===== src/rtl/liquid_melt_if.sv =====
// Pixel bus bundle for liquid_melt: 24-bit RGB with VDE/HSync/VSync, plus the
// line-stable shift amount. The slave side is the melt stage, the master side feeds it.
interface liquid_melt_if;
    logic [23:0] vid_pData_in;
    logic        vid_pVDE_in;
    logic        vid_pHSync_in;
    logic        vid_pVSync_in;
    logic [2:0]  mode;
    logic [23:0] vid_pData_out;
    logic        vid_pVDE_out;
    logic        vid_pHSync_out;
    logic        vid_pVSync_out;

    modport master (
        output vid_pData_in, vid_pVDE_in, vid_pHSync_in, vid_pVSync_in, mode,
        input  vid_pData_out, vid_pVDE_out, vid_pHSync_out, vid_pVSync_out
    );

    modport slave (
        input  vid_pData_in, vid_pVDE_in, vid_pHSync_in, vid_pVSync_in, mode,
        output vid_pData_out, vid_pVDE_out, vid_pHSync_out, vid_pVSync_out
    );
endinterface


===== src/rtl/liquid_melt.sv =====
// Bit-plane melt: each channel is shifted right by a line-stable amount and the
// bits shifted out of one pixel refill the MSBs of the next pixel on the line.
// Two register stages; syncs and VDE travel alongside the data.
module liquid_melt #(
    parameter bit CARRY_EN = 1'b1
) (
    input logic          clk,
    input logic          rst,
    liquid_melt_if.slave bus
);

    logic [23:0]      r_s1_data;
    logic             r_s1_vde;
    logic             r_s1_hs;
    logic             r_s1_vs;
    logic [2:0]       r_active_n;
    logic [2:0][7:0]  r_prev;
    logic [23:0]      r_out_data;
    logic             r_out_vde;
    logic             r_out_hs;
    logic             r_out_vs;
    logic [23:0]      w_melt;

    // Stage 1: register the incoming pixel and its qualifiers
    always_ff @(posedge clk or posedge rst) begin
        if (rst) begin
            r_s1_data <= '0;
            r_s1_vde  <= 1'b0;
            r_s1_hs   <= 1'b0;
            r_s1_vs   <= 1'b0;
        end else begin
            r_s1_data <= bus.vid_pData_in;
            r_s1_vde  <= bus.vid_pVDE_in;
            r_s1_hs   <= bus.vid_pHSync_in;
            r_s1_vs   <= bus.vid_pVSync_in;
        end
    end

    // Mode latch, keyed on the VDE being loaded into stage 1 so the latched value
    // is in place while that stage holds blanking; a release of reset mid-line
    // therefore stays in bypass until the next blanking pixel arrives.
    always_ff @(posedge clk or posedge rst) begin
        if (rst) begin
            r_active_n <= '0;
        end else if (!bus.vid_pVDE_in) begin
            r_active_n <= bus.mode;
        end
    end

    // Per-channel history: cleared on blanking, loaded with each active pixel
    always_ff @(posedge clk or posedge rst) begin
        if (rst) begin
            r_prev <= '0;
        end else if (r_s1_vde && CARRY_EN) begin
            r_prev <= r_s1_data;
        end else begin
            r_prev <= '0;
        end
    end

    // Melt: low byte of {prev, current} shifted right by the latched amount
    always_comb begin
        w_melt = '0;
        for (int unsigned c = 0; c < 3; c++) begin
            w_melt[c*8 +: 8] = 8'({r_prev[c], r_s1_data[c*8 +: 8]} >> r_active_n);
        end
    end

    // Stage 2: output register, blanked pixels forced to zero
    always_ff @(posedge clk or posedge rst) begin
        if (rst) begin
            r_out_data <= '0;
            r_out_vde  <= 1'b0;
            r_out_hs   <= 1'b0;
            r_out_vs   <= 1'b0;
        end else begin
            r_out_data <= r_s1_vde ? w_melt : 24'h000000;
            r_out_vde  <= r_s1_vde;
            r_out_hs   <= r_s1_hs;
            r_out_vs   <= r_s1_vs;
        end
    end

    assign bus.vid_pData_out  = r_out_data;
    assign bus.vid_pVDE_out   = r_out_vde;
    assign bus.vid_pHSync_out = r_out_hs;
    assign bus.vid_pVSync_out = r_out_vs;

endmodule


===== src/flat_wrapper.sv =====
// flat-port wrapper written by rule: the top's interface ports become plain ports
module liquid_melt_flat 
#(
    parameter bit CARRY_EN = 1'b1
)
  (clk, rst, bus_vid_pData_in, bus_vid_pVDE_in, bus_vid_pHSync_in, bus_vid_pVSync_in, bus_mode, bus_vid_pData_out, bus_vid_pVDE_out, bus_vid_pHSync_out, bus_vid_pVSync_out);
  liquid_melt_if bus_i ();
  input logic clk;
  input logic rst;
  input wire logic [$bits(bus_i.vid_pData_in)-1:0] bus_vid_pData_in;
  input wire logic [$bits(bus_i.vid_pVDE_in)-1:0] bus_vid_pVDE_in;
  input wire logic [$bits(bus_i.vid_pHSync_in)-1:0] bus_vid_pHSync_in;
  input wire logic [$bits(bus_i.vid_pVSync_in)-1:0] bus_vid_pVSync_in;
  input wire logic [$bits(bus_i.mode)-1:0] bus_mode;
  output wire logic [$bits(bus_i.vid_pData_out)-1:0] bus_vid_pData_out;
  output wire logic [$bits(bus_i.vid_pVDE_out)-1:0] bus_vid_pVDE_out;
  output wire logic [$bits(bus_i.vid_pHSync_out)-1:0] bus_vid_pHSync_out;
  output wire logic [$bits(bus_i.vid_pVSync_out)-1:0] bus_vid_pVSync_out;
  assign bus_i.vid_pData_in = bus_vid_pData_in;
  assign bus_i.vid_pVDE_in = bus_vid_pVDE_in;
  assign bus_i.vid_pHSync_in = bus_vid_pHSync_in;
  assign bus_i.vid_pVSync_in = bus_vid_pVSync_in;
  assign bus_i.mode = bus_mode;
  assign bus_vid_pData_out = bus_i.vid_pData_out;
  assign bus_vid_pVDE_out = bus_i.vid_pVDE_out;
  assign bus_vid_pHSync_out = bus_i.vid_pHSync_out;
  assign bus_vid_pVSync_out = bus_i.vid_pVSync_out;
  liquid_melt #(.CARRY_EN(CARRY_EN)) u_core (.clk(clk), .rst(rst), .bus(bus_i));
endmodule

===== config.mk =====
export PLATFORM = sky130hd
export DESIGN_NAME = liquid_melt_flat
export DESIGN_NICKNAME = d
export VERILOG_FILES = /design/src/rtl/liquid_melt_if.sv /design/src/rtl/liquid_melt.sv /design/src/flat_wrapper.sv
export SDC_FILE = /design/constraint.sdc
export NUM_CORES = 1
export LEC_CHECK = 0
export CELL_PAD_IN_SITES_DETAIL_PLACEMENT = 0
export CELL_PAD_IN_SITES_GLOBAL_PLACEMENT = 1
export CORE_UTILIZATION = 25
export DETAILED_ROUTE_END_ITERATION = 8
export PLACE_DENSITY = 0.51
export SKIP_LAST_GASP = 1
export SLEW_MARGIN = 20
export SYNTH_ARGS = -nofsm -noshare
export SYNTH_HDL_FRONTEND = slang
export SYNTH_SLANG_ARGS = --single-unit

===== constraint.sdc =====
create_clock -name clk -period 2.3 [get_ports clk]
set_input_delay 0.46 -clock clk [delete_from_list [all_inputs] [get_ports clk]]
set_output_delay 0.46 -clock clk [all_outputs]
set_load 0.01 [all_outputs]

==> summary.txt, run 1 <==
Status
  – Outcome: finished clean

Detailed routing
  – Drt wl/cell: 14.7 microns
  – Via count: 2060
  – DR DRC count: 0
  – Top layer in use: met4
  – 1st-iter DRT viols: between 100 and 150
  – Wire length on met2: ~3500 microns
  – WL met1: 2930 microns
  – DRT Pass-1 Iters: 5
  – DRT antenna net count: 0
  – Wire length on met3: 308 microns
  – Post-Route WL: 6810 microns
  – Vias per cell: 4.46

Yosys
  – Ys flop type: dfrtp_1
  – Fraction of registers with async set/reset: 100%
  – Yosys top cell by area: dfrtp_1
  – Mux cell area share after synthesis: approximately an eighth
  – Post-synth EDFFs: 0
  – Netlist cell types: 16
  – Most frequent cell after synthesis: dfrtp_1
  – Post-synthesis sequential area ratio: around 63%
  – Cells after synthesis: 231
  – Synth Area in Compound Gates: around 11%
  – Simple-gate area share of the yosys netlist: just over 10%
  – Top cells by area, synth: dfrtp_1 (63%), mux2i_1 (11%), a22oi_1 (10%)
  – Mapped Nets: 263
  – Post-Syn Area: between 3000 and 4000 sq um
  – Post-synthesis register bit count: 78
  – Top cell type's share of synthesized area: a little over three fifths
  – Synth Area in Adders: 0%
  – Synth top cells by count: dfrtp_1 (78), a22oi_1 (42), mux2i_1 (33)
  – Main combinational cell family by area after synthesis: multiplexers
  – YS warnings: 0
  – Avg Inst Size Synth: around 13 sq um
  – Synth Area in XOR/XNOR: 0%

Placed design
  – Pre-CTS setup slack: between 0.7 and 0.8 ns
  – Dpl cell area: slightly below 4000 sq um
  – RD Place Congestion: between 0.6 and 0.7
  – # port buffers: 58
  – Post-DP HPWL: between 4000 and 5000 microns

Final layout
  – Area grow syn2layout: 33.9%
  – Core Util, Final: between 30% and 40%
  – Cell area after layout: 4140 sq um
  – Diodes inserted: 0
  – Share of layout cells above drive strength 1: a little under a tenth
  – Nets: about 320

CTS
  – Post-CTS Resized: 0
  – Clock Tree Root: clkbuf_16
  – Clk buf depth: 2
  – Clock Latency Late Sink: about 0.33 ns
  – Clock transition at path regs: 0.06 ns
  – Total CTS buffers: 9
  – # hold bufs at CTS: 0
  – CTS tree: yes
  – Post-CTS Setup Bufs: 0
  – H-tree depth: 3
  – Total clock sinks: 78

STA
  – Setup TNS: 0 ns
  – Measured slew at the worst slew-check pin: 0.542 ns
  – Final setup viols: 0
  – RSZ-0062 raised after global routing: no
  – Max Fclk: roughly 0.6 GHz
  – Final Cycle Share: between 70% and 80%
  – Slew margin rel.: about 64%
  – Slew Limit Fails: 0
  – Final setup skew: between 0.005 and 0.006 ns
  – Setup ws final: around 0.6 ns
  – Fin. Hold Viols: 0
  – Crit path time final: 1.69 ns

Global routing
  – Global route overflow: 0
  – Total GRT Usage: a little under an eighth
  – Vias in the first global route: ~2200
  – Largest net degree at the start of global routing: 47
  – Initial antenna violation count: 0
  – First-pass GRT wire length: around 11000 microns

Die
  – Die width: approximately 110 microns
  – Die area: around 13000 sq um
  – Rows: 40
  – Core Region: 12100 sq um
  – Starting density of the core: approximately a quarter
  – Top Ports: 59
  – Die height: around 110 microns

Min path
  – Hold Path Class: reg2reg

Critical path
  – Critical Path Start Type: register
  – Crit path arrival time: ~1.2 ns
  – Crit-path leading delay family: buffers and inverters
  – Crit-path cells: clkdlybuf4s50_1
  – CP bufs+invs: 1
  – CP max-delay cell: clkdlybuf4s50_1
  – Peak fanout along the critical path: 1
  – WP data required: around 1.8 ns
  – Slowest stage delay, CP: 0.54 ns
  – Setup CP Type: reg2out
  – CP endpoint kind: primary output

Power
  – Pwr/cell area: 814 nW/um^2
  – Tot Pwr: 3.37 mW
  – Cell leakage power: 1.84 nW
  – Peak VDD IR: between 0.3 and 0.4 mV

Flow run
  – Max-Cap Viols: 0
-- sequential cells by signal, indices dropped and copies added (netlist names), 3 cells and up --
| name | cells |
|---|---|
| u_core.bus.vid_pData_out | 24 |
| u_core.r_s1_data | 24 |
| u_core.r_prev | 21 |
| u_core.r_active_n | 3 |
-- worst paths after layout --
path                       slack, ns  depth (start not counted)                                      to                                   start
min                             0.35                          0     u_core.bus.vid_pVSync_out$_DFF_PP0_                u_core.r_s1_vs$_DFF_PP0_
max reg2reg                     0.72                          4  u_core.bus.vid_pData_out[21]$_DFF_PP0_        u_core.r_active_n[2]$_DFFE_PP0N_
min in group asynchronous       0.53                          2              u_core.r_prev[3]$_DFF_PP0_                                     rst
max                             0.61                          1                   bus_vid_pData_out[13]  u_core.bus.vid_pData_out[13]$_DFF_PP0_
max in group asynchronous       1.24                          3              u_core.r_prev[6]$_DFF_PP0_                                     rst
min reg2reg                     0.35                          0     u_core.bus.vid_pVSync_out$_DFF_PP0_                u_core.r_s1_vs$_DFF_PP0_
-- kinds of logic (layout without fill, tap and decap cells) --
kind of cell | count (synthesis) | count (layout)
AND/OR/NAND/NOR | 52 | 52
buffers and inverters | 20 | 83
AO/OA/AOI/OAI | 45 | 45
multiplexers | 36 | 36
flip-flops | 78 | 78
-- metal layers --
layer	vias up	GRT usage (%)
met5	-	0
met4	0	5.88
met3	6	3.64
met2	53	19.6
met1	1049	13.6
li1	952	-
-- stage by stage --
step | cells | hold slack [ns]
after floorplan | 231 | 0.331
after global placement | 446 | 0.335
after detailed placement | 446 | 0.335
after CTS | 462 | 0.347
after global routing | 462 | 0.351
final | 462 | 0.346
-- power by group --
group,switching [mW],internal (mW)
logic,0.276,0.305
clock network,0.515,0.754
registers,0.0454,1.48
-- area by class of cell --
type	instances	area [sq um]
repair buffers	66	678
clock buffers	12	246
well taps	168	210
flip-flops and latches	78	1950
fillers	1222	7920
inverters	1	7.51
clock inverters	4	22.5
multi-input cells	133	1020
-- layout by cell type, fill, tap and decap left out --
| master | count |
|---|---|
| clkdlybuf4s50_1 | 58 |
| clkbuf_8 | 1 |
| clkinv_2 | 3 |
| buf_4 | 5 |
| dfrtp_2 | 1 |
| clkbuf_1 | 2 |
| buf_12 | 3 |
| dfrtp_1 | 77 |
| a22oi_1 | 42 |
| and2_1 | 22 |
| clkbuf_16 | 9 |
| nor2b_1 | 2 |
| nand2_1 | 3 |
| a222oi_1 | 3 |
| nor2_1 | 1 |
| clkinvlp_4 | 2 |
| and3_1 | 24 |
| mux2i_1 | 33 |
| mux2_2 | 3 |
No activity file was read; power rests on OpenSTA's default activity.
==> run 2: changes to the inputs <==
PLACE_DENSITY = 0.49   (was 0.51)
clock period = 1.7 ns   (was 2.3 ns; I/O delays follow)
==> run 2 against run 1 <==
- cell area grew 0.63%
- global-route usage rose by 0.32 points
- total power up 40%
- critical path type unchanged
- largest cell class unchanged
- highest routed layer unchanged
==> summary.txt, run 2 (synthesized netlist as in run 1, its figures left out) <==
STA
  – Measured slew at the worst slew-check pin: 0.399 ns (was 0.542 ns)
  – Crit path time final: between 1.5 and 2 ns
  – Final setup viols: 0 (unchanged)
  – RSZ-0062 raised after global routing: no (unchanged)
  – Hold WS: 0.354 ns (was 0.346 ns)
  – Final setup skew: 0.00372 ns (was 0.00553 ns)
  – Slew Limit Fails: 0 (unchanged)
  – Final Cycle Share: between 90 and 100%
  – Setup TNS: 0 ns (unchanged)
  – Slew margin rel.: 72.6% (was 63.8%)
  – Fin. Hold Viols: 0 (unchanged)
  – Max Fclk: between 0.6 and 0.7 GHz

Placed design
  – Post-DP HPWL: 4390 microns (was 4480 microns)
  – # port buffers: 58 (unchanged)
  – RD Place Congestion: 0.731 (was 0.675)

Final layout
  – Seq. cell area: 1950 sq um (unchanged)
  – Share of layout cells above drive strength 1: 9.18% (unchanged)
  – Nets: 321 (unchanged)
  – Area grow syn2layout: 34.7% (was 33.9%)
  – Multi-input combinational cell area: 1020 sq um (unchanged)
  – Commonest non-fill, non-tap cell in the layout: dfrtp_1 (unchanged)
  – Fillcell total: 1225 (was 1222)
  – Most frequent cells in the layout: dfrtp_1 (77), clkdlybuf4s50_1 (58), a22oi_1 (42), mux2i_1 (33), and3_1 (24) (unchanged)
  – Diodes inserted: 0 (unchanged)

Detailed routing
  – Post-Route WL: 6830 microns (was 6810 microns)
  – DRT antenna net count: 0 (unchanged)
  – Drt wl/cell: 14.8 microns (was 14.7 microns)
  – DRT Pass-1 Iters: 5 (unchanged)
  – Via count: 2046 (was 2060)
  – DR DRC count: 0 (unchanged)
  – 1st-iter DRT viols: 142 (was 106)
  – Vias per cell: 4.43 (was 4.46)

CTS
  – CTS tree: yes (unchanged)
  – Clock transition at path regs: 0.06 ns (about the same)
  – # hold bufs at CTS: 0 (unchanged)
  – Total clock sinks: 78 (unchanged)
  – Post-CTS Setup Bufs: 0 (unchanged)
  – Clock Tree Root: clkbuf_16 (unchanged)
  – Clk buf depth: 2 (unchanged)
  – H-tree depth: 3 (unchanged)
  – Total CTS buffers: 9 (unchanged)
  – Clock Latency Late Sink: 0.33 ns (about the same)
  – Post-CTS Resized: 0 (unchanged)

Critical path
  – Crit-path cells: clkdlybuf4s50_1 (unchanged)
  – CP bufs+invs: 1 (unchanged)
  – Peak fanout along the critical path: 1 (unchanged)
  – Critical Path Start Type: register (unchanged)
  – WP data required: 1.36 ns (was 1.84 ns)
  – CP endpoint kind: primary output (unchanged)
  – Setup CP Type: reg2out (unchanged)
  – Crit path arrival time: 1.22 ns (was 1.23 ns)
  – Slowest stage delay, CP: 0.54 ns (about the same)
  – Crit-path leading delay family: buffers and inverters (unchanged)
  – CP max-delay cell: clkdlybuf4s50_1 (unchanged)

Power
  – Cell leakage power: 1.86 nW (was 1.84 nW)
  – Peak VDD IR: 0.532 mV (was 0.305 mV)
  – Pwr/cell area: 1130 nW/um^2 (was 814 nW/um^2)

Global routing
  – Largest net degree at the start of global routing: 79 (was 47)
  – Global route overflow: 0 (unchanged)
  – First-pass GRT wire length: 11500 microns (was 11400 microns)
  – Initial antenna violation count: 0 (unchanged)
  – Vias in the first global route: 2132 (was 2164)
  – Total GRT Usage: 12.0% (was 11.7%)

Die
  – Top Ports: 59 (unchanged)
  – Rows: 40 (unchanged)
  – Die height: 113 microns (unchanged)
  – Core Region: 12100 sq um (unchanged)
  – Starting density of the core: 25.7% (unchanged)
  – Die area: 12800 sq um (unchanged)
  – Die width: 113 microns (unchanged)

Flow run
  – Max-Cap Viols: 0 (unchanged)

Status
  – Outcome: finished clean (unchanged)

Min path
  – Hold Path Class: reg2reg (unchanged)
==> run 2: changes by cell type in the layout (fill, tap and decap cells not counted), sizes merged <==
cell | before | now
bufinv | 0 | 1
clkbuf | 12 | 11
clkinv | 3 | 4
clkinvlp | 2 | 1
==> run 2: path summary, 6_finish.rpt <==
| check | from | end | slack, ns | cells after the start |
|---|---|---|---|---|
| max | u_core.bus.vid_pData_out[14]$_DFF_PP0_ | bus_vid_pData_out[14] | 0.14 | 1 |
| min | u_core.r_s1_hs$_DFF_PP0_ | u_core.bus.vid_pHSync_out$_DFF_PP0_ | 0.35 | 0 |
| max reg2reg | u_core.r_active_n[2]$_DFFE_PP0N_ | u_core.bus.vid_pData_out[19]$_DFF_PP0_ | 0.17 | 4 |
| min reg2reg | u_core.r_s1_hs$_DFF_PP0_ | u_core.bus.vid_pHSync_out$_DFF_PP0_ | 0.35 | 0 |
| max in group asynchronous | rst | u_core.r_active_n[2]$_DFFE_PP0N_ | 0.90 | 3 |
| min in group asynchronous | rst | u_core.r_s1_data[6]$_DFF_PP0_ | 0.47 | 3 |
==> run 2: cell type report <==
cell class	instances	share of cell area [%]
multi-input combinational	133	24.6
clock buffer	11	5.58
sequential	78	46.8
clock inverter	5	1.20
inverter	1	0.180
timing repair buffer	66	16.6
tap	168	5.04
==> run 2: worst register-to-register path, stage by stage, from the launching register on <==
cell     delay, ns
dfrtp_2       0.39
buf_12        0.23
mux2i_1       0.43
a22oi_1       0.15
and3_1        0.21
==> run 2: routing by layer <==
layer	track usage, %	share of wire (%)
met1	15.3	44
met3	3.27	3.9
met5	0	0
met2	19.1	50
met4	5.53	1.8
==> run 2: report_power, final <==
part | internal, mW | total (mW) | leakage [nW] | switching (mW)
combinational | 0.424 | 0.797 | 0.752 | 0.373
sequential | 2.00 | 2.06 | 0.962 | 0.0626
clock | 1.13 | 1.85 | 0.143 | 0.723
total | 3.55 | 4.71 | 1.86 | 1.16
==> run 2: stage by stage <==
step | total power [mW] | setup WS [ns] | std cells | utilization, % | cell area [sq um]
6_report | 4.71 | 0.137 | 462 | 34.6 | 4170
5_1_grt | 4.98 | 0.0422 | 462 | 34.6 | 4170
2_1_floorplan | 2.54 | 0.379 | 231 | - | 3100
3_5_place_dp | 2.91 | 0.198 | 446 | 32.2 | 3890
3_3_place_gp | 2.91 | 0.194 | 446 | 32.2 | 3890
4_1_cts | 4.79 | 0.101 | 462 | 34.6 | 4170
